$ cat src/rtl/riscv_pkg.sv
// Shared types for the writeback stage: writeback source, FSM state, load
// funct3 encodings and the instruction fields held while a write is in flight.
package riscv_pkg;

  typedef enum logic [1:0] {
    WB_ALU  = 2'd0,
    WB_LOAD = 2'd1,
    WB_PC4  = 2'd2,
    WB_NONE = 2'd3
  } wb_sel_e;

  typedef enum logic [1:0] {
    S_IDLE      = 2'd0,
    S_WAIT_LOAD = 2'd1,
    S_COMMIT    = 2'd2
  } wb_state_e;

  localparam logic [2:0] F3_LB  = 3'b000;
  localparam logic [2:0] F3_LH  = 3'b001;
  localparam logic [2:0] F3_LW  = 3'b010;
  localparam logic [2:0] F3_LBU = 3'b100;
  localparam logic [2:0] F3_LHU = 3'b101;

  // ALU and link values go straight into write_data on accept, so of the
  // result word only the load byte offset has to be kept.
  typedef struct packed {
    logic [4:0] rd;
    wb_sel_e    wb_sel;
    logic [2:0] funct3;
    logic [1:0] offset;
  } wb_instr_t;

  function automatic logic writes_reg(input logic [4:0] rd, input wb_sel_e sel);
    return (rd != 5'd0) && (sel != WB_NONE);
  endfunction

endpackage

$ cat src/rtl/load_formatter.sv
// Extracts and extends the addressed byte/half/word from an aligned load word.
module load_formatter
  import riscv_pkg::*;
(
  input  logic [2:0]  funct3,
  input  logic [1:0]  offset,
  input  logic [31:0] rdata,
  output logic [31:0] data
);

  logic [7:0]  byte_sel;
  logic [15:0] half_sel;

  assign byte_sel = rdata[{offset, 3'b000} +: 8];
  assign half_sel = offset[1] ? rdata[31:16] : rdata[15:0];

  // NOTE: data gets a default before the case so no latch is inferred.
  always_comb begin
    data = '0;
    case (funct3)
      F3_LB:   data = {{24{byte_sel[7]}}, byte_sel};
      F3_LH:   data = {{16{half_sel[15]}}, half_sel};
      F3_LW:   data = rdata;
      F3_LBU:  data = {24'd0, byte_sel};
      F3_LHU:  data = {16'd0, half_sel};
      default: data = '0;
    endcase
  end

endmodule

$ cat src/rtl/writeback_unit.sv
// Writeback stage: accepts one instruction per cycle, waits for load data with
// a timeout, and drives a registered register-file write port.
module writeback_unit
  import riscv_pkg::*;
#(
  parameter int LOAD_TIMEOUT = 16
) (
  input  logic        clock,
  input  logic        reset,
  input  logic        in_valid,
  output logic        in_ready,
  input  logic [4:0]  in_rd,
  input  logic [31:0] in_result,
  input  logic [31:0] in_pc_plus4,
  input  logic [1:0]  in_wb_sel,
  input  logic [2:0]  in_funct3,
  input  logic        mem_rvalid,
  input  logic [31:0] mem_rdata,
  output logic        write_enable,
  output logic [4:0]  write_address,
  output logic [31:0] write_data,
  output logic [31:0] pending_mask,
  output logic        load_timeout
);

  localparam int CNT_W = $clog2(LOAD_TIMEOUT + 1);

  wb_state_e        state_q, state_d;
  wb_instr_t        instr_q, instr_d, in_instr;
  logic [CNT_W-1:0] cnt_q, cnt_d;
  logic             write_enable_q, write_enable_d;
  logic [4:0]       write_address_q, write_address_d;
  logic [31:0]      write_data_q, write_data_d;
  logic             load_timeout_q, load_timeout_d;
  logic             accept, wait_expired;
  logic [31:0]      load_data;

  assign in_instr = '{rd:     in_rd,
                      wb_sel: wb_sel_e'(in_wb_sel),
                      funct3: in_funct3,
                      offset: in_result[1:0]};

  assign in_ready     = (state_q != S_WAIT_LOAD);
  assign accept       = in_valid && in_ready;
  assign wait_expired = (cnt_q == CNT_W'(LOAD_TIMEOUT - 1));

  load_formatter u_fmt (
    .funct3 (instr_q.funct3),
    .offset (instr_q.offset),
    .rdata  (mem_rdata),
    .data   (load_data)
  );

  // NOTE: sequential state uses <= so every register samples pre-edge values.
  always_ff @(posedge clock) begin
    if (reset) state_q <= S_IDLE;
    else       state_q <= state_d;
  end

  always_comb begin
    state_d = state_q;
    unique case (state_q)
      S_IDLE, S_COMMIT: begin
        if (!accept)                          state_d = S_IDLE;
        else if (in_instr.wb_sel == WB_LOAD)  state_d = S_WAIT_LOAD;
        else                                  state_d = S_COMMIT;
      end
      S_WAIT_LOAD: begin
        if (mem_rvalid)        state_d = S_COMMIT;
        else if (wait_expired) state_d = S_IDLE;
      end
      default: state_d = S_IDLE;
    endcase
  end

  // Registered outputs are computed from the transition so they line up with
  // the cycle the FSM spends in COMMIT (or the cycle after a timeout).
  always_comb begin
    instr_d         = accept ? in_instr : instr_q;
    cnt_d           = cnt_q;
    write_enable_d  = 1'b0;
    write_address_d = write_address_q;
    write_data_d    = write_data_q;
    load_timeout_d  = 1'b0;
    unique case (state_q)
      S_IDLE, S_COMMIT: begin
        if (accept) begin
          cnt_d = '0;
          if (in_instr.wb_sel != WB_LOAD && writes_reg(in_instr.rd, in_instr.wb_sel)) begin
            write_enable_d  = 1'b1;
            write_address_d = in_rd;
            write_data_d    = (in_instr.wb_sel == WB_PC4) ? in_pc_plus4 : in_result;
          end
        end
      end
      S_WAIT_LOAD: begin
        if (mem_rvalid) begin
          if (writes_reg(instr_q.rd, instr_q.wb_sel)) begin
            write_enable_d  = 1'b1;
            write_address_d = instr_q.rd;
            write_data_d    = load_data;
          end
        end else if (wait_expired) begin
          load_timeout_d = 1'b1;
        end else begin
          cnt_d = cnt_q + 1'b1;
        end
      end
      default: ;
    endcase
  end

  always_ff @(posedge clock) begin
    if (reset) begin
      cnt_q           <= '0;
      write_enable_q  <= 1'b0;
      write_address_q <= '0;
      write_data_q    <= '0;
      load_timeout_q  <= 1'b0;
    end else begin
      cnt_q           <= cnt_d;
      write_enable_q  <= write_enable_d;
      write_address_q <= write_address_d;
      write_data_q    <= write_data_d;
      load_timeout_q  <= load_timeout_d;
    end
  end

  // NOTE: the captured instruction has no reset; it is only observed while
  // state_q != S_IDLE, and reset forces IDLE.
  always_ff @(posedge clock) begin
    instr_q <= instr_d;
  end

  always_comb begin
    pending_mask = '0;
    if (state_q != S_IDLE && writes_reg(instr_q.rd, instr_q.wb_sel))
      pending_mask[instr_q.rd] = 1'b1;
  end

  assign write_enable  = write_enable_q;
  assign write_address = write_address_q;
  assign write_data    = write_data_q;
  assign load_timeout  = load_timeout_q;

endmodule

$ cat config.mk
export PLATFORM = sky130hd
export DESIGN_NAME = writeback_unit
export DESIGN_NICKNAME = d
export VERILOG_FILES = /design/src/rtl/riscv_pkg.sv /design/src/rtl/load_formatter.sv /design/src/rtl/writeback_unit.sv
export SDC_FILE = /design/constraint.sdc
export NUM_CORES = 1
export LEC_CHECK = 0
export BUFFER_PORTS_ARGS = -buffer_cell sky130_fd_sc_hd__buf_2
export CAP_MARGIN = 20
export CORE_MARGIN = 2
export CORE_UTILIZATION = 42
export DETAILED_ROUTE_END_ITERATION = 10
export PLACE_DENSITY = 0.76
export SYNTH_ARGS = -nofsm -noshare
export SYNTH_HDL_FRONTEND = slang
export SYNTH_SLANG_ARGS = --single-unit
$ cat constraint.sdc
create_clock -name clock -period 1.9 [get_ports clock]
set_clock_uncertainty 0.05 [all_clocks]
set_input_delay 0 -clock clock [delete_from_list [all_inputs] [get_ports clock]]
set_output_delay 0 -clock clock [all_outputs]
set_load 0.01 [all_outputs]
# Word level (Yosys, flattened, before mapping)
# Index checks and enable logic that the tools add are counted.
[op_classes]
add_sub_neg = 1
n_lt_le_gt_ge = 2
eq_ne = 20
n_shift = 1
n_mux = 31
bitwise_logic = 1
n_reduce_logical = 16
[op_table]
columns = ["cell", "n"]
rows = [
  ["two-way mux 32 bit", 6],
  ["one-hot mux 32 bit (5 select lines)", 1],
  ["one-hot mux 32 bit (2 select lines)", 1],
  ["two-way mux 5 bit", 7],
  ["variable part select 32 x 6 -> 8 bit", 1],
  ["one-hot mux 5 bit (2 select lines)", 2],
  ["two-way mux 16 bit", 1],
  ["inequality test 2 bit (second input constant)", 8],
  ["nonzero test 5 bit", 2],
  ["two-way mux 2 bit", 4],
  ["== test 3 bit (second input constant)", 2],
  ["logical AND 1 bit", 6],
  ["< comparator 5 x 6 -> 1 bit (second input constant)", 1],
  ["two-way mux 1 bit", 6],
  ["adder 5 x 1 -> 5 bit (second input constant)", 1],
  ["demux 1 bit (select 5 bit)", 1],
  ["== test 5 x 4 -> 1 bit (second input constant)", 1],
  ["greater-or-equal comparator 5 x 1 -> 1 bit (second input constant)", 1],
  ["AND reduction 5 bit", 1],
  ["== test 2 x 1 -> 1 bit (second input constant)", 2],
  ["== test 2 bit (second input constant)", 2],
  ["inequality test 2 x 1 -> 1 bit (second input constant)", 2],
  ["one-hot mux 2 bit (2 select lines)", 1],
  ["AND reduction 4 bit", 1],
  ["other kinds (10)", 11],
]
[totals]
regBits = 58
in_bits = 110
output_inout_bits = 72
elab_cells = 82

# Longest topological paths before layout
[logic_depth]
word_depth = 6
depth_mapped = 8
depth_no_buf = 8

# Modules after synthesis
# Synthesis repeated with hierarchy kept, for this count alone.
[unflattened]
hier_cells = 471
hier_area_um2 = 4100.2
[modules_own_cells]
columns = ["module", "instances", "cells_per_inst", "area_each_um2", "seq_area_each_um2"]
rows = [
  ["writeback_unit", 1, 363, 3338.2, 1281.2],
  ["load_formatter", 1, 108, 762.0, 0.0],
]

# Least setup slack after synthesis
# OpenSTA, ideal clock, no wires.
[synth_path]
path_type = "reg2reg"
startpoint = "register state_q[0]"
endpoint = "register instr_q[0] (netlist name) (enable)"
arrival_time_ns = 1.730
required_ns = 1.495
slack_ns = -0.235
stages_incl_launch_ff = 7
n_path_buf = 3
cell_sequence = "dfxtp_1 > nor2b_1 > buf_2 > inv_1 > clkbuf_1 > buf_1 > and2_1"
[synth_via]
elab_chain_len = 2
[synth_rtl]
columns = ["element", "line", "text"]
rows = [
  ["start: declaration", "writeback_unit.sv:28", "wb_state_e state_q, state_d;"],
  ["start signal: assignment", "writeback_unit.sv:57", "else state_q <= state_d;"],
  ["inequality test 2 x 1 -> 1 bit", "writeback_unit.sv:43", "assign in_ready = (state_q != S_WAIT_LOAD);"],
  ["net in_ready", "writeback_unit.sv:11", "output logic in_ready,"],
  ["logical AND 1 bit", "writeback_unit.sv:44", "assign accept = in_valid && in_ready;"],
  ["net accept", "writeback_unit.sv:35", "logic accept, wait_expired;"],
  ["end signal: assignment", "writeback_unit.sv:132", "instr_q <= instr_d;"],
  ["end: declaration", "writeback_unit.sv:29", "wb_instr_t instr_q, instr_d, in_instr;"],
]
# The timed path passes the listed nets, and every way through them passes these cells.
# A chain may end at the register's enable or synchronous reset.

# Final worst setup path
[layout_path]
startpoint = "register instr_q[11] (netlist name)"
endpoint = "register write_address_q[3] (netlist: write_address[3])"
[layout_via]
elab_chain_len = 4
[layout_rtl]
columns = ["element", "line", "text"]
rows = [
  ["nonzero test 5 bit", "riscv_pkg.sv:34", "return (rd != 5'd0) && (sel != WB_NONE);"],
  ["logical AND 1 bit", "riscv_pkg.sv:34", ""],
  ["inequality test 2 bit (no source line)", "--", ""],
  ["AND reduction 5 bit (no source line)", "--", ""],
  ["end signal: assignment", "writeback_unit.sv:123", "write_address_q <= write_address_d;"],
  ["end: declaration", "writeback_unit.sv:32", "logic [4:0] write_address_q, write_address_d;"],
]
# No other way between the ends.

==> results.toml <==
[global_routing]
grt_first_pass_wirelength_mm = 19.95
grt_start_max_net_pins = 45
grt-ovfl-total = 0
grt.total_usage_pct = 28.69
grt_pass1_vias = 4145
antenna_found_initial = 0

[cells_and_area]
insertedDiodeCount = 0
final_common_cell = "buf_2"
fin_nets = 823
syn2layout_area_growth_pct = 59.11
stdcell_area_sq_mm = 0.005604
drive_above_1_share_pct = 41.62
utilization_pct = 68.55
fill_cells = 664
layout_common_cells = "buf_2 (180), nand2_1 (115), dfxtp_1 (45)"

[cts]
cts.sinks = 58
h-tree-depth = 3
root_buffer = "clkbuf_8"
cts_buffer_depth = 2
cts_made_buffers = 9
cts_tree = "yes"
clkLatencyLatePin_ns = 0.33
path_clk_slew_ns = 0.07

[timing]
fin_crit_ns = 2.001
rsz0062_at_grt = "yes"
post-route-period-util_pct = 105.3
setup_slack_ns = -0.1010
setup_viol = 37
holdWs_ns = -0.003946
slew_headroom_pct = 50.92
hold_violations = 1
max_freq_mhz = 499.7
worstMarginPinSlew_ns = 0.7363
slew_viol_final = 0

[synthesis]
avgSynthCellArea_sq_um = 7.399
synth_top_family_by_area = "simple AND/OR/NAND/NOR gates"
synth-compound-area-share_pct = 20.67
yosysWarnings = 0
netlist_instances = 476
ys.flop_type = "dfxtp_1"
syn-num-nets = 588
synth-edff-count = 12
synth-xor-area-share_pct = 0.4973
synth_fa_ha_area_share_pct = 0.7105
yosys.cell_types.count = 47
async_flop_share_pct = 0
yosys_register_bits = 58
synth_mux_area_share_pct = 3.801
syn-cell-area_sq_mm = 0.003522
ys_seq_area_share_pct = 36.38
synth-simple-area-share_pct = 32.58

[power]
fin_total_pwr_mw = 3.437
power_leakage_nw = 2.568
vdd_drop_max_mv = 0.3569
power.density_mw_per_mm2 = 613.2

[routing]
wl_per_cell_um = 16.39
drc = 0
drt_iter0_markers = 350
drt_wl_total_mm = 13.46
antenna_left = 0
num_vias = 4477
via_per_inst = 5.453
drt_pass1_iterations = 6

[die]
fp-row-count = 33
dieArea_sq_mm = 0.009135
die_h_um = 95.58
start_util_pct = 43.08
io_pins = 182
fp.coreArea_sq_mm = 0.008175
die_w_um = 95.58

[hold_path]
worst_hold_path_type = "in -> reg"

[setup_path]
critPathTopFamily = "simple AND/OR/NAND/NOR gates"
required_ns = 2.09
max_stage_delay_ns = 0.53
worst_ep_arrival_time_ns = 2.19
crit_type = "reg -> reg"
crit_path_end_kind = "flip-flop"
cp_slowest_cell = "or4_1"
cp-start-kind = "flip-flop"
cp_max_fo = 24
path_cells = "or4_1 > o2111a_2 > or2_4 > buf_12 > a311oi_2"
timing.critical_path.buf_inv = 1

[place]
gp_congestion = 0.9498
port_buffers = 180
dp_hpwl_mm = 9.470
dpl-instance-area_sq_mm = 0.004711

[run]
cap_violations = 0

[outcome]
status = "finished, violations left"
violations = "negative hold slack, negative setup slack"
[worst register-to-register path, stage by stage, from the launching register on]
cell and delay (ns):
edfxtp_1 0.38, or4_1 0.53, o2111a_2 0.29, or2_4 0.27, buf_12 0.17, a311oi_2 0.22
[logic make-up (layout without fill, tap and decap cells)]
kind of cell | count (synthesis) | after routing
simple gates | 252 | 252
mux | 12 | 12
xor+xnor | 2 | 2
fa+ha+maj | 2 | 2
flops | 58 | 58
buf+inv | 42 | 282
other cells | 1 | 1
compound gates | 107 | 107
[state kept, by name, summed over array words and instances, names as in the netlist]
register       cells
load_timeout       1
write_address      5
write_data        32
instr_q           12
cnt_q              5
write_enable       1
state_q            2
[worst paths after layout]
check | from | endpoint | cells after the start | slack, ns
worst max-delay path | instr_q[11]$_DFFE_PP_ | write_address[3]$_SDFFE_PP0P_ | 5 | -0.10
worst min-delay path | in_result[27] | write_data[27]$_SDFFE_PP0P_ | 5 | -0.004
worst max register to register | instr_q[11]$_DFFE_PP_ | write_address[3]$_SDFFE_PP0P_ | 5 | -0.10
worst min register to register | write_data[15]$_SDFFE_PP0P_ | write_data[15]$_SDFFE_PP0P_ | 2 | 0.40
[through the flow]
stage / worst slack [ns] / setup TNS [ns] / std cells
3_5_place_dp: -0.1665 / -3.967 / 755
6_report: -0.1010 / -1.680 / 821
4_1_cts: -0.1099 / -2.372 / 813
3_3_place_gp: -0.1003 / -2.795 / 755
2_1_floorplan: -0.1051 / -3.030 / 476
5_1_grt: -0.1389 / -3.520 / 821
[cell type report]
type	instances	area, sq um	area share, %
clock buffer	14	172.7	3.081
inverter	5	18.77	0.3349
timing repair buffer	261	1719	30.68
clock inverter	2	35.03	0.6251
sequential	58	1282	22.88
multi-input combinational	376	2245	40.05
tap	105	131.4	2.344
[metal layers]
metal / part of all wire (%) / vias up / GRT usage (%)
li1: - / 2145 / -
met1: 38 / 2050 / 32.91
met2: 51 / 251 / 51.40
met3: 8.2 / 31 / 6.166
met4: 2.3 / 0 / 11.67
met5: 0 / - / 0
[what timing repair did]
action / 4_1_cts / 5_1_grt
pin swaps: 2 / 9
endpoints found under the setup margin: 41 / 43
setup buffers: 0 / 7
hold buffers: 41 / 0
endpoints found under the hold margin: 36 / 0
cloned: 1 / 1
gates resized for setup: 15 / 33
[power by group]
part / internal (mW) / switching, mW / total, mW
Clock: 0.713 / 0.477 / 1.19
Sequential: 1.33 / 0.0502 / 1.38
Combinational: 0.420 / 0.443 / 0.863
[Yosys cell counts, drive strengths merged, types with 2 or more instances]
cell / n / area [sq um]
a311oi: 5 / 75.07
inv: 5 / 18.77
dfxtp: 46 / 920.9
nor3b: 2 / 20.02
ha: 2 / 25.02
clkbuf: 22 / 82.58
nor2b: 14 / 87.58
and3: 2 / 12.51
a21oi: 36 / 180.2
nand3: 18 / 90.09
o21ai: 18 / 90.09
a211oi: 9 / 67.56
nand2: 117 / 439.2
xor2: 2 / 17.52
nand3b: 17 / 127.6
nor3: 11 / 55.05
or2: 3 / 18.77
a221o: 7 / 70.07
a31oi: 17 / 106.4
nor4b: 3 / 26.28
nor2: 57 / 216.5
a221oi: 7 / 61.31
nand2b: 3 / 18.77
mux2: 11 / 123.9
buf: 15 / 83.83
edfxtp: 12 / 360.4
Power figures use the tool's default switching activity.
